===== src/rtl/mac_tx_frame_fifo.sv =====
// ----------------------------------------------------------------------------
// mac_tx_frame_fifo
//
// Store-and-forward TX FIFO between the frame builder and the MAC TX engine.
// Whole frames are buffered with a per-entry last-byte flag. The reader only
// sees committed frames. A partial frame can be aborted explicitly, and it is
// discarded automatically when a byte of it is dropped on overflow.
//
// Parameters
//   DATA_W        data width in bits
//   ADDR_W        log2 of depth; DEPTH = 2**ADDR_W entries, all usable
//   AFULL_THRESH  afull asserts when working level >= this value
//
// Ports
//   clk          in   clock, rising edge
//   rst          in   asynchronous reset, active-high
//   wr_data      in   write byte
//   wr_en        in   write request
//   wr_last      in   byte is the last of its frame; commits the frame
//   wr_abort     in   discard the uncommitted partial frame
//   full         out  working level == DEPTH
//   afull        out  working level >= AFULL_THRESH
//   overflow     out  1-cycle pulse: write attempted while full
//   rd_en        in   read request
//   rd_data      out  read byte, registered
//   rd_last      out  rd_data is the last byte of its frame
//   rd_valid     out  rd_data/rd_last valid this cycle
//   empty        out  no committed byte available
//   frame_count  out  committed frames not yet fully read
//   level        out  working level (entries incl. uncommitted)
// ----------------------------------------------------------------------------
module mac_tx_frame_fifo #(
   parameter int unsigned DATA_W       = 8,
   parameter int unsigned ADDR_W       = 7,
   parameter int unsigned AFULL_THRESH = 120
) (
   input  logic              clk,
   input  logic              rst,
   input  logic [DATA_W-1:0] wr_data,
   input  logic              wr_en,
   input  logic              wr_last,
   input  logic              wr_abort,
   output logic              full,
   output logic              afull,
   output logic              overflow,
   input  logic              rd_en,
   output logic [DATA_W-1:0] rd_data,
   output logic              rd_last,
   output logic              rd_valid,
   output logic              empty,
   output logic [ADDR_W:0]   frame_count,
   output logic [ADDR_W:0]   level
);

   localparam int unsigned DEPTH = 1 << ADDR_W;

   // Pointers carry one extra MSB so that full (level == DEPTH) and empty
   // (equal pointers) remain distinguishable.
   typedef logic [ADDR_W:0]   ptr_t;
   typedef logic [DATA_W:0]   entry_t;   // {last, data}

   localparam ptr_t DEPTH_P  = ptr_t'(DEPTH);
   localparam ptr_t AFULL_P  = ptr_t'(AFULL_THRESH);

   entry_t mem [DEPTH];

   ptr_t              rd_ptr_q, rd_ptr_d;
   ptr_t              wr_ptr_q, wr_ptr_d;   // working pointer, incl. partial frame
   ptr_t              cm_ptr_q, cm_ptr_d;   // end of last committed frame
   ptr_t              frame_count_q, frame_count_d;
   logic              bad_q, bad_d;         // current partial frame lost a byte
   logic              overflow_q, overflow_d;
   logic [DATA_W-1:0] rd_data_q, rd_data_d;
   logic              rd_last_q, rd_last_d;
   logic              rd_valid_q, rd_valid_d;

   logic              mem_we;
   logic              commit;
   logic              rd_accept;
   entry_t            rd_entry;
   ptr_t              level_w;

   assign level_w   = wr_ptr_q - rd_ptr_q;
   assign full      = (level_w == DEPTH_P);
   assign afull     = (level_w >= AFULL_P);
   assign empty     = (rd_ptr_q == cm_ptr_q);
   assign level     = level_w;
   assign rd_entry  = mem[rd_ptr_q[ADDR_W-1:0]];
   assign rd_accept = rd_en & ~empty;

   // -------------------------------------------------------------------------
   // Next-state logic
   // -------------------------------------------------------------------------
   // NOTE: every signal gets a default at the top of the block so no path
   // leaves it unassigned; otherwise synthesis infers a latch.
   always_comb begin
      wr_ptr_d      = wr_ptr_q;
      cm_ptr_d      = cm_ptr_q;
      bad_d         = bad_q;
      overflow_d    = 1'b0;
      mem_we        = 1'b0;
      commit        = 1'b0;
      rd_ptr_d      = rd_ptr_q;
      rd_data_d     = rd_data_q;
      rd_last_d     = rd_last_q;
      rd_valid_d    = 1'b0;
      frame_count_d = frame_count_q;

      // Write side. Abort wins over any write in the same cycle.
      if (wr_abort) begin
         wr_ptr_d = cm_ptr_q;
         bad_d    = 1'b0;
      end else if (wr_en) begin
         if (full) begin
            overflow_d = 1'b1;
            if (wr_last) begin
               // Frame already lost a byte: its end discards it.
               wr_ptr_d = cm_ptr_q;
               bad_d    = 1'b0;
            end else begin
               bad_d = 1'b1;
            end
         end else if (wr_last && bad_q) begin
            wr_ptr_d = cm_ptr_q;
            bad_d    = 1'b0;
         end else begin
            mem_we   = 1'b1;
            wr_ptr_d = wr_ptr_q + ptr_t'(1);
            if (wr_last) begin
               cm_ptr_d = wr_ptr_q + ptr_t'(1);
               commit   = 1'b1;
            end
         end
      end

      // Read side: registered output, one cycle latency.
      if (rd_accept) begin
         rd_data_d  = rd_entry[DATA_W-1:0];
         rd_last_d  = rd_entry[DATA_W];
         rd_valid_d = 1'b1;
         rd_ptr_d   = rd_ptr_q + ptr_t'(1);
      end

      // Commit and final-byte read in one cycle cancel out.
      case ({commit, rd_accept & rd_entry[DATA_W]})
         2'b10:   frame_count_d = frame_count_q + ptr_t'(1);
         2'b01:   frame_count_d = frame_count_q - ptr_t'(1);
         default: frame_count_d = frame_count_q;
      endcase
   end

   // -------------------------------------------------------------------------
   // State registers
   // -------------------------------------------------------------------------
   // NOTE: sequential state uses non-blocking assignments so every register
   // samples the pre-edge values, independent of statement order.
   always_ff @(posedge clk or posedge rst) begin
      if (rst) begin
         rd_ptr_q      <= '0;
         wr_ptr_q      <= '0;
         cm_ptr_q      <= '0;
         frame_count_q <= '0;
         bad_q         <= 1'b0;
         overflow_q    <= 1'b0;
         rd_data_q     <= '0;
         rd_last_q     <= 1'b0;
         rd_valid_q    <= 1'b0;
      end else begin
         rd_ptr_q      <= rd_ptr_d;
         wr_ptr_q      <= wr_ptr_d;
         cm_ptr_q      <= cm_ptr_d;
         frame_count_q <= frame_count_d;
         bad_q         <= bad_d;
         overflow_q    <= overflow_d;
         rd_data_q     <= rd_data_d;
         rd_last_q     <= rd_last_d;
         rd_valid_q    <= rd_valid_d;
      end
   end

   // NOTE: the storage array has no reset; the pointers alone define which
   // entries are meaningful, and leaving it unreset lets it map onto RAM.
   always_ff @(posedge clk) begin
      if (mem_we) begin
         mem[wr_ptr_q[ADDR_W-1:0]] <= {wr_last, wr_data};
      end
   end

   assign overflow    = overflow_q;
   assign rd_data     = rd_data_q;
   assign rd_last     = rd_last_q;
   assign rd_valid    = rd_valid_q;
   assign frame_count = frame_count_q;

endmodule


===== config.mk =====
export PLATFORM = sky130hd
export DESIGN_NAME = mac_tx_frame_fifo
export DESIGN_NICKNAME = d
export VERILOG_FILES = /design/src/rtl/mac_tx_frame_fifo.sv
export SDC_FILE = /design/constraint.sdc
export NUM_CORES = 1
export LEC_CHECK = 0
export CORE_UTILIZATION = 47
export CTS_CLUSTER_DIAMETER = 50
export DETAILED_ROUTE_END_ITERATION = 10
export GPL_TIMING_DRIVEN = 1
export SLEW_MARGIN = 20
export SYNTH_ARGS = -nofsm -noshare
export SYNTH_HDL_FRONTEND = slang
export SYNTH_SLANG_ARGS = --single-unit

===== constraint.sdc =====
create_clock -name clk -period 7.35 [get_ports clk]
set_input_delay 1.47 -clock clk [delete_from_list [all_inputs] [get_ports clk]]
set_output_delay 1.47 -clock clk [all_outputs]
set_load 0.01 [all_outputs]

-- Yosys cells after proc, flatten, opt, wreduce, memory -nomap -nowiden
Memory sizes are Yosys's and may differ from the RTL's.
Index checks and enable logic that the tools add are counted.
- memories: 1
- bits in registers: 44
- output and inout port bits: 30
- word-level logic and storage cells: 60
- RAM bits: 1152
- memory list (name ; depth ; bits a word ; rd ports ; clocked after Yosys merged registers in ; write ports ; RTL line ; text):
    mem ; 128 ; 9 ; 1 ; 0 ; 1 ; 65 ; entry_t mem [DEPTH];
- add/sub/neg operators: 5
- muxes and demuxes: 26
- equality and inequality tests: 5
- reductions and logical operators: 7
- bitwise logic cells: 6
- $lt $le $gt $ge: 1
- operator list (operator ; number):
    $mux 8 ; 5
    $add 8x1->8 const B ; 3
    $mux 1 ; 20
    $pmux 8 s2 ; 1
    $eq 8x8->1 ; 1
    $eq 8x8->1 const B ; 1
    $ge 8x7->1 const B ; 1
    $sub 8x1->8 const B ; 1
    $sub 8x8->8 ; 1
    $reduce_and 5->1 ; 1
    $not 1->1 ; 4
    $reduce_and 2->1 ; 2
    $reduce_bool 2->1 ; 2
    $ne 3x3->1 const B ; 1
    $reduce_bool 3->1 ; 1
    $and 1x1->1 ; 2
    $eq 2x1->1 const B ; 1
    $eq 2x2->1 const B ; 1
    $logic_and 1x1->1 ; 1

-- Longest topological paths before layout
Gate-level depths: netlist of the first run.
- word-level depth: 7
- mapped depth: 21
- depth with buffers taken out: 18

-- Worst setup path after synthesis of the first run
Ideal clock, no wire load.
- path type: reg2reg
- start point: register rd_ptr_q[3]
- end point: register frame_count_q[7], in the netlist frame_count[7]
- path slack: 2.567 ns
- cell stages (with the launch flop): 21
- data arrival time: 4.703 ns
- library setup time: 0.080 ns
- path buffers: 4
- cells stage by stage: dfrtp_1 -> clkinv_1 -> buf_4 -> buf_2 -> buf_2 -> ha_1 -> or2_1 -> o2111a_1 -> a311oi_2 -> o2111ai_4 -> o21ai_1 -> buf_2 -> ha_1 -> ha_1 -> a21o_1 -> a21oi_1 -> nand2b_1 -> a21oi_1 -> o41ai_1 -> mux2i_1 -> xnor2_1
- word-level cells in the longest chain between the ends: 7
- RTL lines (item ; RTL line ; text):
    from (decl) ; 67 ; ptr_t rd_ptr_q, rd_ptr_d;
    from (signal assigned) ; 169 ; rd_ptr_q <= rd_ptr_d;
    $sub 8x8->8 ; 83 ; assign level_w = wr_ptr_q - rd_ptr_q;
    $eq 8x8->1 ; 84 ; assign full = (level_w == DEPTH_P);
    $mux 1 ; 114 ; if (full) begin
    $mux 1 ; 113 ; end else if (wr_en) begin
    $mux 1 ; 110 ; if (wr_abort) begin
    $eq 2x1->1 / $eq 2x2->1 (equally long branches) ; 145 ; case ({commit, rd_accept & rd_entry[DATA_W]})
    $pmux 8 s2 / $reduce_bool 2->1 (equally long branches) ; - ;
    to (signal assigned) ; 172 ; frame_count_q <= frame_count_d;
    to (decl) ; 70 ; ptr_t frame_count_q, frame_count_d;
Parallel ways exist; a longest one is shown, timed or not.
A chain may end at the register's enable or synchronous reset.

-- Worst setup path in the final report of the first run
- start point: register rd_ptr_q[3]
- end point: output port full
- word-level cells in the longest chain between the ends: 2
- RTL lines (item ; RTL line ; text):
    $sub 8x8->8 ; 83 ;
    $eq 8x8->1 ; 84 ;
    to (decl) ; 43 ; output logic full,
Every way passes these cells.

==> flow_summary_export.csv, run 1 <==
group,metric,value,unit
status,status,"completed",
job,cap_violations,0,
synthesis,synth_top_cell_by_area,"edfxtp_1",
synthesis,ys_async_sr_fraction,3.68,%
detailed_routing,drt_iter0_drc,2364,
die,rows,116,
timing,fin_setup_tns,0,ns
detailed_routing,via_per_inst,6.04,
synthesis,syn_nets,2412,
synthesis,synth.avg_cell_area,19.9,um^2
global_route,grt_pass1_wl,167000,um
synthesis,syn_area,0.0473,mm^2
final_layout,fillCellCount,7667,
power,p_per_area,379,mW/mm^2
synthesis,synth_edf_count,1152,
synthesis,yosysUniqueCellTypes,65,
detailed_routing,drc_errors,0,
clocking,clock-root-buffer,"clkbuf_16",
clocking,cts_buffers,132,
detailed_routing,ant_nets,0,
power,vdd_drop_max,0.215,mV
timing,finalSetupViolCount,0,
detailed_routing,wl,112000,um
timing,slew_headroom,23.2,%
global_route,track_usage,22.5,%
timing,hold_viol_final,0,
power,combPwrFrac,28.0,%
clocking,cts.sink_count,1196,
power,p_leak,17.2,nW
synthesis,synth_ff_type,"edfxtp_1",
die,io_pins,44,
timing,tightest_slew,1.14,ns
global_route,grt_pass1_vias,24000,
synthesis,yosysSeqAreaShare,75.4,%
global_route,gr-total-overflow,0,
clocking,clkSlewWorstSetupHoldPaths,0.06,ns
power,internal-power,14.0,mW
detailed_routing,avgRoutedWirePerCell,28.9,um
die,die_h,319,um
synthesis,syn_inst,2380,
timing,worst_slack,1.54,ns
power,power_frac_seq,39.4,%
clocking,cts_resized,0,
timing,period_share,79.1,%
setup_path,crit_path_max_fanout,33,
die,coreArea,0.100,mm^2
die,dieWidth,319,um
timing,finalCriticalPeriod,5.81,ns
timing,rsz0062_at_grt,"no",
die,start_util,47.3,%
placement,hpwl,68700,um
synthesis,yosys_warnings,0,
final_layout,area_delta_synth_final,12.9,%
setup_path,path_class,"flop to output port",
detailed_routing,dr_total_vias,23400,
power,p_sw,6.31,mW
timing,fmax,0.172,GHz
synthesis,synth_area_leaders,"edfxtp_1 (73%), mux4_2 (12%), mux2i_1 (3.3%)",
synthesis,synth_top_area_share,73.1,%
placement,io_buffers,43,
clocking,cts-htree-levels,4,
power,clkPwrFrac,32.6,%
placement,post-place-ws,1.73,ns
synthesis,ys_ff_latch,1196,
global_route,grt_max_degree,117,
setup_path,cp.arrival,4.34,ns
final_layout,layout-drive-gt1-share,20.4,%
clocking,clk_latency,0.73,ns
power,swShare,31.1,%
global_route,antenna_found_initial,2,
detailed_routing,dr.pass1.iters,6,
timing,finClkSkew,0.0314,ns
setup_path,critPathLaunchType,"flop",
clocking,postCtsHoldBufs,0,
die,die_area,0.102,mm^2
clocking,cts_setup_buffers,0,
clocking,cts_tree,"done",
timing,slew_violations,0,
clocking,cts_buffer_depth,3,
final_layout,fin_nets,2505,
setup_path,worstPathRequired,5.88,ns
placement,gp_congestion,0.874,
min_path,worstHoldPathType,"flop to flop",
setup_path,cp-end-kind,"output port",
==> final timing paths <==
| path | cells past startpoint | from | end | slack (ns) |
|---|---|---|---|---|
| min reg2reg | 1 | frame_count[7] | frame_count[7] | 0.48 |
| max | 8 | rd_ptr_q[3] | full | 1.54 |
| max in group asynchronous | 2 | rst | rd_ptr_q[0] | 5.47 |
| min in group asynchronous | 2 | rst | frame_count[6] | 1.22 |
| min | 1 | frame_count[7] | frame_count[7] | 0.48 |
| max reg2reg | 17 | rd_ptr_q[0] | frame_count[7] | 1.75 |
==> cell type report <==
cell class | count | area, um^2 | share of cell area, %
clock inverter | 84 | 943 | 1.77
sequential | 1196 | 35700 | 66.8
tap | 1298 | 1620 | 3.04
multi-input combinational | 1024 | 10800 | 20.2
timing repair buffer | 89 | 795 | 1.49
inverter | 30 | 116 | 0.218
clock buffer | 159 | 3440 | 6.43
antenna | 1 | 2.50 | 0.00468
==> flip-flops by register name (all words and copies together) (netlist names) <==
register / count
rd_last: 1
mem: 1152
bad_q: 1
rd_valid: 1
rd_ptr_q: 8
cm_ptr_q: 8
rd_data: 8
wr_ptr_q: 8
overflow: 1
frame_count: 8
==> placed cells by master (no fill, tap or decap), drive strengths merged, types with 6 or more instances in the layout <==
master and instances:
nor2b 7, a21oi 36, nand4 9, nand3 13, a2111oi 17, o22ai 51, mux2 8, dfrtp 44
nor4 8, a211oi 26, o21ai 53, edfxtp 1152, nand2 90, clkbuf 159, ha 16, bufinv 13
o211a 8, o221ai 6, xor2 13, xnor2 19, clkinv 53, mux2i 154, mux4 247, clkdlybuf4s50 34
buf 55, inv 44, nor3 7, o41ai 9, o22a 8, or4 8, nor2 166
==> power by group through the flow <==
stage          logic (mW)  clock network [mW]  registers (mW)
2_1_floorplan        4.00                   0            7.87
3_3_place_gp         5.64                   0            8.14
3_5_place_dp         5.70                   0            8.15
4_1_cts              5.72                6.71            8.00
5_1_grt              6.03                6.95            8.03
6_report             5.67                6.60            8.00
==> metal layers <==
layer	share of wire (%)	wire [um]	track usage (%)
met5	0	0	0
met4	2.7	3000	6.84
met3	6.5	7250	3.75
met2	47	53300	35.1
met1	43	48700	32.6
==> cell usage after synthesis, drive strengths merged (3+ instances only) <==
cell type     n
dfrtp        44
o21ai        53
edfxtp     1152
mux4        247
nor4          8
o211a         8
mux2          8
o41ai         9
nand2        90
a211oi       26
nor2        166
nand3        13
a21oi        36
xor2         13
inv          29
xnor2        19
nor2b         7
nand2b        4
a22oi         4
clkbuf       44
buf          86
ha           16
mux2i       154
nor3          7
nand4         9
o22a          8
o22ai        51
or4           8
a2111oi      17
nor3b         3
o221ai        6
a221oi        3
==> cells by family after synthesis <==
family	synth area share, %
XOR/XNOR	0.632
buffers and inverters	1.84
AND/OR/NAND/NOR	2.93
flip-flops	75.4
adder cells (fa/ha/maj)	0.508
multiplexers	15.2
AO/OA/AOI/OAI	3.49
==> critical path: stages, from the launching register on <==
cell	delay, ns
dfrtp_1	0.83
inv_4	0.45
ha_1	0.39
or2_1	0.27
o2111a_1	0.25
a311oi_2	0.39
o2111ai_4	0.25
nor2_1	0.21
clkdlybuf4s50_1	0.56
==> per-stage QoR <==
step	total power [mW]	hold slack, ns	cell area [um^2]	cells	utilization, %
finish	20.3	0.476	53400	3881	53.4
global placement	13.8	0.470	49000	3637	49.0
detailed placement	13.8	0.469	49000	3637	49.0
global route	21.0	0.514	53400	3880	53.4
floorplan	11.9	0.490	47300	2380	-
CTS	20.4	0.476	53400	3880	53.4
(Power assumes the default switching activity.)
==> run 2, diff against run 1 <==
==> constraint.sdc (replaced) <==
create_clock -name clk -period 4.95 [get_ports clk]
set_input_delay 0.99 -clock clk [delete_from_list [all_inputs] [get_ports clk]]
set_output_delay 0.99 -clock clk [all_outputs]
set_load 0.01 [all_outputs]
==> flow_summary_export.csv, run 2 (same netlist as run 1, synthesis figures left out) <==
group,metric,value,unit
status,status,"completed",
placement,place_inst,3663,
timing,rsz0062_at_grt,"no",
detailed_routing,drt_iter0_drc,2542,
power,p_sw,9.35,mW
timing,worst_slack,0.171,ns
job,cap_violations,0,
global_route,gr-total-overflow,0,
clocking,postCtsHoldBufs,0,
timing,slew_headroom,16.8,%
die,dieWidth,319,um
power,power_frac_seq,39.0,%
global_route,grt_pass1_vias,24100,
final_layout,final_core_util,53.5,%
die,start_util,47.3,%
die,die_h,319,um
setup_path,crit_cells,8,
placement,io_buffers,43,
final_layout,fin_nets,2535,
timing,fin_setup_tns,0,ns
final_layout,layout-drive-gt1-share,21.6,%
die,io_pins,44,
placement,placed_area,0.0493,mm^2
detailed_routing,wl,114000,um
detailed_routing,dr.pass1.iters,5,
setup_path,cp-end-kind,"output port",
timing,hold_viol_final,0,
power,clkPwrFrac,31.3,%
power,p_leak,17.3,nW
global_route,grt_pass1_wl,169000,um
min_path,worstHoldPathType,"flop to flop",
placement,hpwl,70000,um
setup_path,critPathLaunchType,"flop",
setup_path,cpMaxStageDelayCell,"dfrtp_4",
min_path,whs_path_depth,1,
timing,period_share,96.6,%
final_layout,area_delta_synth_final,13.0,%
timing,hold_slack,0.493,ns
final_layout,final_common_cell,"edfxtp_1",
final_layout,seq_area,0.0357,mm^2
timing,finalSetupViolCount,0,
setup_path,crit_chain,"ha_1 -> fa_1 -> inv_1 -> or4_1 -> mux2i_2 -> o2111ai_4 -> nor2_4 -> clkdlybuf4s50_1",
power,swShare,31.2,%
setup_path,cp.arrival,3.79,ns
power,internal-power,20.6,mW
setup_path,worst_path_dominant_cell_family,"adder cells",
setup_path,worstPathRequired,3.96,ns
die,coreArea,0.100,mm^2
power,power,29.9,mW
detailed_routing,via_per_inst,6.09,
detailed_routing,dr_total_vias,23700,
timing,finalCriticalPeriod,4.78,ns
detailed_routing,avgRoutedWirePerCell,29.3,um
clocking,cts_buffer_depth,3,
setup_path,path_class,"flop to output port",
clocking,cts_tree,"done",
global_route,antenna_found_initial,0,
setup_path,reg2regPathDepth,16,
power,vdd_drop_max,0.391,mV
detailed_routing,ant_nets,0,
final_layout,largest_reg_flops,1152,
global_route,grt_max_degree,122,
timing,finClkSkew,0.0229,ns
final_layout,stdcell_area,0.0535,mm^2
power,p_per_area,560,mW/mm^2
timing,tightest_slew,1.22,ns
clocking,clkSlewWorstSetupHoldPaths,0.06,ns
global_route,track_usage,22.9,%
die,die_area,0.102,mm^2
placement,post-place-ws,0.0951,ns
setup_path,crit_path_max_fanout,10,
final_layout,instances_no_fill,3898,
clocking,cts.sink_count,1196,
setup_path,slowest_delay,0.59,ns
final_layout,fillCellCount,7722,
final_layout,layout_common_cells,"edfxtp_1 (1152), mux4_2 (247), mux2i_1 (153), nor2_1 (152), clkbuf_16 (136)",
clocking,cts-htree-levels,4,
die,rows,116,
power,combPwrFrac,29.7,%
detailed_routing,drc_errors,0,
clocking,clock-root-buffer,"clkbuf_16",
setup_path,path_buf_inv,2,
timing,fmax,0.209,GHz
clocking,cts_buffers,132,
timing,slew_violations,0,
clocking,clk_latency,0.72,ns
placement,gp_congestion,0.884,
final_layout,multi_input_area,0.0109,mm^2
## run 2: worst paths after layout
check / from / endpoint / slack [ns]
min: frame_count[7] / frame_count[7] / 0.49
max: rd_ptr_q[0] / full / 0.17
min in group asynchronous: rst / rd_valid / 0.74
max reg2reg: rd_ptr_q[0] / frame_count[7] / 0.20
min reg2reg: frame_count[7] / frame_count[7] / 0.49
max in group asynchronous: rst / rd_ptr_q[0] / 3.58
## run 2: per-layer routing
metal  wire [um]  track usage [%]
met5           0                0
met3        8250             4.08
met4        3650             8.40
met1       47800             32.6
met2       54500             35.7
## run 2: worst reg2reg max path: stages (launching register included)
cell and delay [ns]:
dfrtp_4 0.57, buf_12 0.34, mux4_2 0.59, mux2i_1 0.20
o21ai_0 0.15, nor4_1 0.51, nor4_1 0.16, a2bb2oi_2 0.24
ha_1 0.24, buf_4 0.17, ha_1 0.31, a21oi_1 0.20
nand2b_1 0.13, a21oi_1 0.08, o41ai_1 0.34, mux2i_1 0.29
xnor2_1 0.15
## run 2: area by class of cell
class                   count  area share, %
diodes                      1        0.00468
repair buffers            119           2.04
clock inverters            70           1.16
well taps                1298           3.04
inverters                  30          0.217
flip-flops and latches   1196           66.7
multi-input cells        1024           20.3
clock buffers             160           6.53
## run 2: power groups by stage
| stage | clock (mW) | combinational (mW) | sequential, mW |
|---|---|---|---|
| after floorplan | 0 | 5.94 | 11.7 |
| after global placement | 0 | 8.80 | 11.9 |
| after detailed placement | 0 | 8.88 | 11.9 |
| after CTS | 9.52 | 8.92 | 11.7 |
| after global routing | 9.91 | 9.43 | 11.7 |
| final | 9.37 | 8.88 | 11.7 |
## run 2: what timing repair did
| item | in CTS | in global routing |
|---|---|---|
| pin swaps | 0 | 0 |
| gates resized for setup | 2 | 4 |
| setup buffers | 0 | 3 |
| endpoints found under the setup margin | 1 | 3 |
==> run 3, diff against run 2 <==
--- a/config.mk
+++ b/config.mk
@@ -5,6 +5,8 @@
 export SDC_FILE = /design/constraint.sdc
 export NUM_CORES = 1
 export LEC_CHECK = 0
+export ABC_CLOCK_PERIOD_IN_PS = 4950
+export CORE_MARGIN = 4
 export CORE_UTILIZATION = 47
 export CTS_CLUSTER_DIAMETER = 50
 export DETAILED_ROUTE_END_ITERATION = 10
==> flow_summary_export.csv, run 3 (same netlist as run 1, synthesis figures left out) <==
group,metric,value,unit
die,start_util,47.3,%
final_layout,layout-drive-gt1-share,24.5,%
setup_path,slowest_delay,0.59,ns
clocking,cts_buffer_depth,3,
timing,period_share,96.3,%
final_layout,final_common_cell,"edfxtp_1",
setup_path,worstPathRequired,3.96,ns
timing,hold_viol_final,0,
die,die_area,0.106,mm^2
die,dieWidth,325,um
detailed_routing,avgRoutedWirePerCell,27.8,um
die,coreArea,0.100,mm^2
placement,gp_congestion,0.859,
final_layout,fillCellCount,7598,
detailed_routing,wl_met1,47500,um
clocking,cts-htree-levels,4,
timing,tightest_slew,1.18,ns
timing,finalSetupViolCount,0,
clocking,cts_buffers,134,
clocking,cts.sink_count,1196,
global_route,grt_pass1_vias,24300,
detailed_routing,wl_met2,53400,um
status,status,"completed",
power,vdd_drop_max,0.353,mV
setup_path,crit_chain,"inv_1 -> ha_1 -> fa_1 -> inv_1 -> or4_1 -> mux2i_2 -> o2111ai_4 -> nor2_2 -> clkdlybuf4s50_1",
placement,hpwl,70800,um
detailed_routing,ant_nets,0,
timing,fin_setup_tns,0,ns
timing,rsz0062_at_grt,"no",
setup_path,path_class,"flop to output port",
detailed_routing,drt_iter0_drc,2888,
min_path,worstHoldPathType,"flop to flop",
clocking,cts_tree,"done",
final_layout,fin_nets,2657,
setup_path,crit_path_max_fanout,9,
clocking,clkSlewWorstSetupHoldPaths,0.05,ns
setup_path,cp-end-kind,"output port",
timing,finalCriticalPeriod,4.77,ns
timing,finClkSkew,0.0266,ns
final_layout,layout_common_cells,"edfxtp_1 (1152), mux4_2 (247), buf_4 (199), nor2_1 (165), mux2i_1 (153)",
final_layout,instances_no_fill,4025,
power,p_leak,17.9,nW
final_layout,antenna_cells,0,
global_route,grt_max_degree,100,
final_layout,area_delta_synth_final,14.9,%
placement,io_buffers,43,
power,p_per_area,551,mW/mm^2
setup_path,cp_common_cell,"inv_1",
final_layout,largest_reg_flops,1152,
setup_path,cpMaxStageDelayCell,"clkdlybuf4s50_1",
detailed_routing,via_per_inst,5.91,
timing,slew_violations,0,
detailed_routing,top_layer_used,"met4",
die,die_h,325,um
detailed_routing,wl,112000,um
die,io_pins,44,
timing,slew_headroom,20.9,%
global_route,antenna_found_initial,0,
setup_path,worst_path_dominant_cell_family,"buffers and inverters",
setup_path,path_buf_inv,3,
timing,fmax,0.210,GHz
setup_path,critPathLaunchType,"flop",
setup_path,cp.arrival,3.78,ns
clocking,clock-root-buffer,"clkbuf_16",
clocking,clk_latency,0.73,ns
detailed_routing,dr.pass1.iters,6,
detailed_routing,dr_total_vias,23800,
die,rows,116,
placement,place_inst,3786,
global_route,track_usage,21.3,%
global_route,gr-total-overflow,0,
detailed_routing,drc_errors,0,
global_route,grt_pass1_wl,166000,um
job,cap_violations,0,
detailed_routing,wl_met3,7500,um
==> run 3: cell types whose count changed in the layout (fill, tap and decap cells not counted), sizes merged <==
cell | before | now
buf | 85 | 205
bufinv | 8 | 6
clkbuf | 160 | 165
clkinv | 49 | 52
clkinvlp | 2 | 3
diode | 1 | 0
inv | 41 | 42
==> run 3: per-stage QoR <==
stage / hold slack (ns) / cell area, um^2 / power (mW) / setup slack [ns] / util, %
6_report: 0.482 / 54400 / 30.0 / 0.183 / 54.4
5_1_grt: 0.506 / 54400 / 31.2 / 0.00358 / 54.4
4_1_cts: 0.481 / 54400 / 30.2 / 0.0370 / 54.4
3_5_place_dp: 0.474 / 50200 / 20.8 / 0.0527 / 50.2
3_3_place_gp: 0.470 / 50200 / 20.7 / 0.0497 / 50.2
2_1_floorplan: 0.490 / 47300 / 17.6 / 0.167 / -
==> run 3: where the power goes <==
group / switching, mW / internal, mW / total [mW] / leakage (nW)
registers: 0.255 / 11.3 / 11.6 / 10.9
clock network: 3.92 / 5.50 / 9.42 / 2.06
logic: 5.15 / 3.79 / 8.94 / 4.99
==> run 3: final cells by class <==
class	instances	area, um^2	area share (%)
sequential	1196	35700	65.6
multi-input combinational	1024	10800	19.9
clock buffer	165	3590	6.59
timing repair buffer	239	1940	3.56
tap	1298	1620	2.98
clock inverter	73	619	1.14
inverter	30	115	0.212
==> run 3: path summary, 6_finish.rpt <==
kind	from	endpoint	slack [ns]	cells past startpoint
max	wr_ptr_q[0]	full	0.18	9
min	frame_count[7]	frame_count[7]	0.48	1
max reg2reg	rd_ptr_q[0]	frame_count[7]	0.36	17
min reg2reg	frame_count[7]	frame_count[7]	0.48	1
max in group asynchronous	rst	rd_ptr_q[0]	3.50	3
min in group asynchronous	rst	rd_valid	0.70	2
==> run 3: routing by layer <==
metal  GRT usage [%]  vias up
met3            4.71      197
met2            33.2      807
met4            7.43        0
met5               0        -
li1                -    10300
met1            30.1    12500
==> run 3: what timing repair did <==
action | 4_1_cts | 5_1_grt
setup buffers | 0 | 1
setup endpoints to repair | 1 | 3
pin swaps | 0 | 0
hold buffers | 0 | 0
resized for setup | 1 | 5
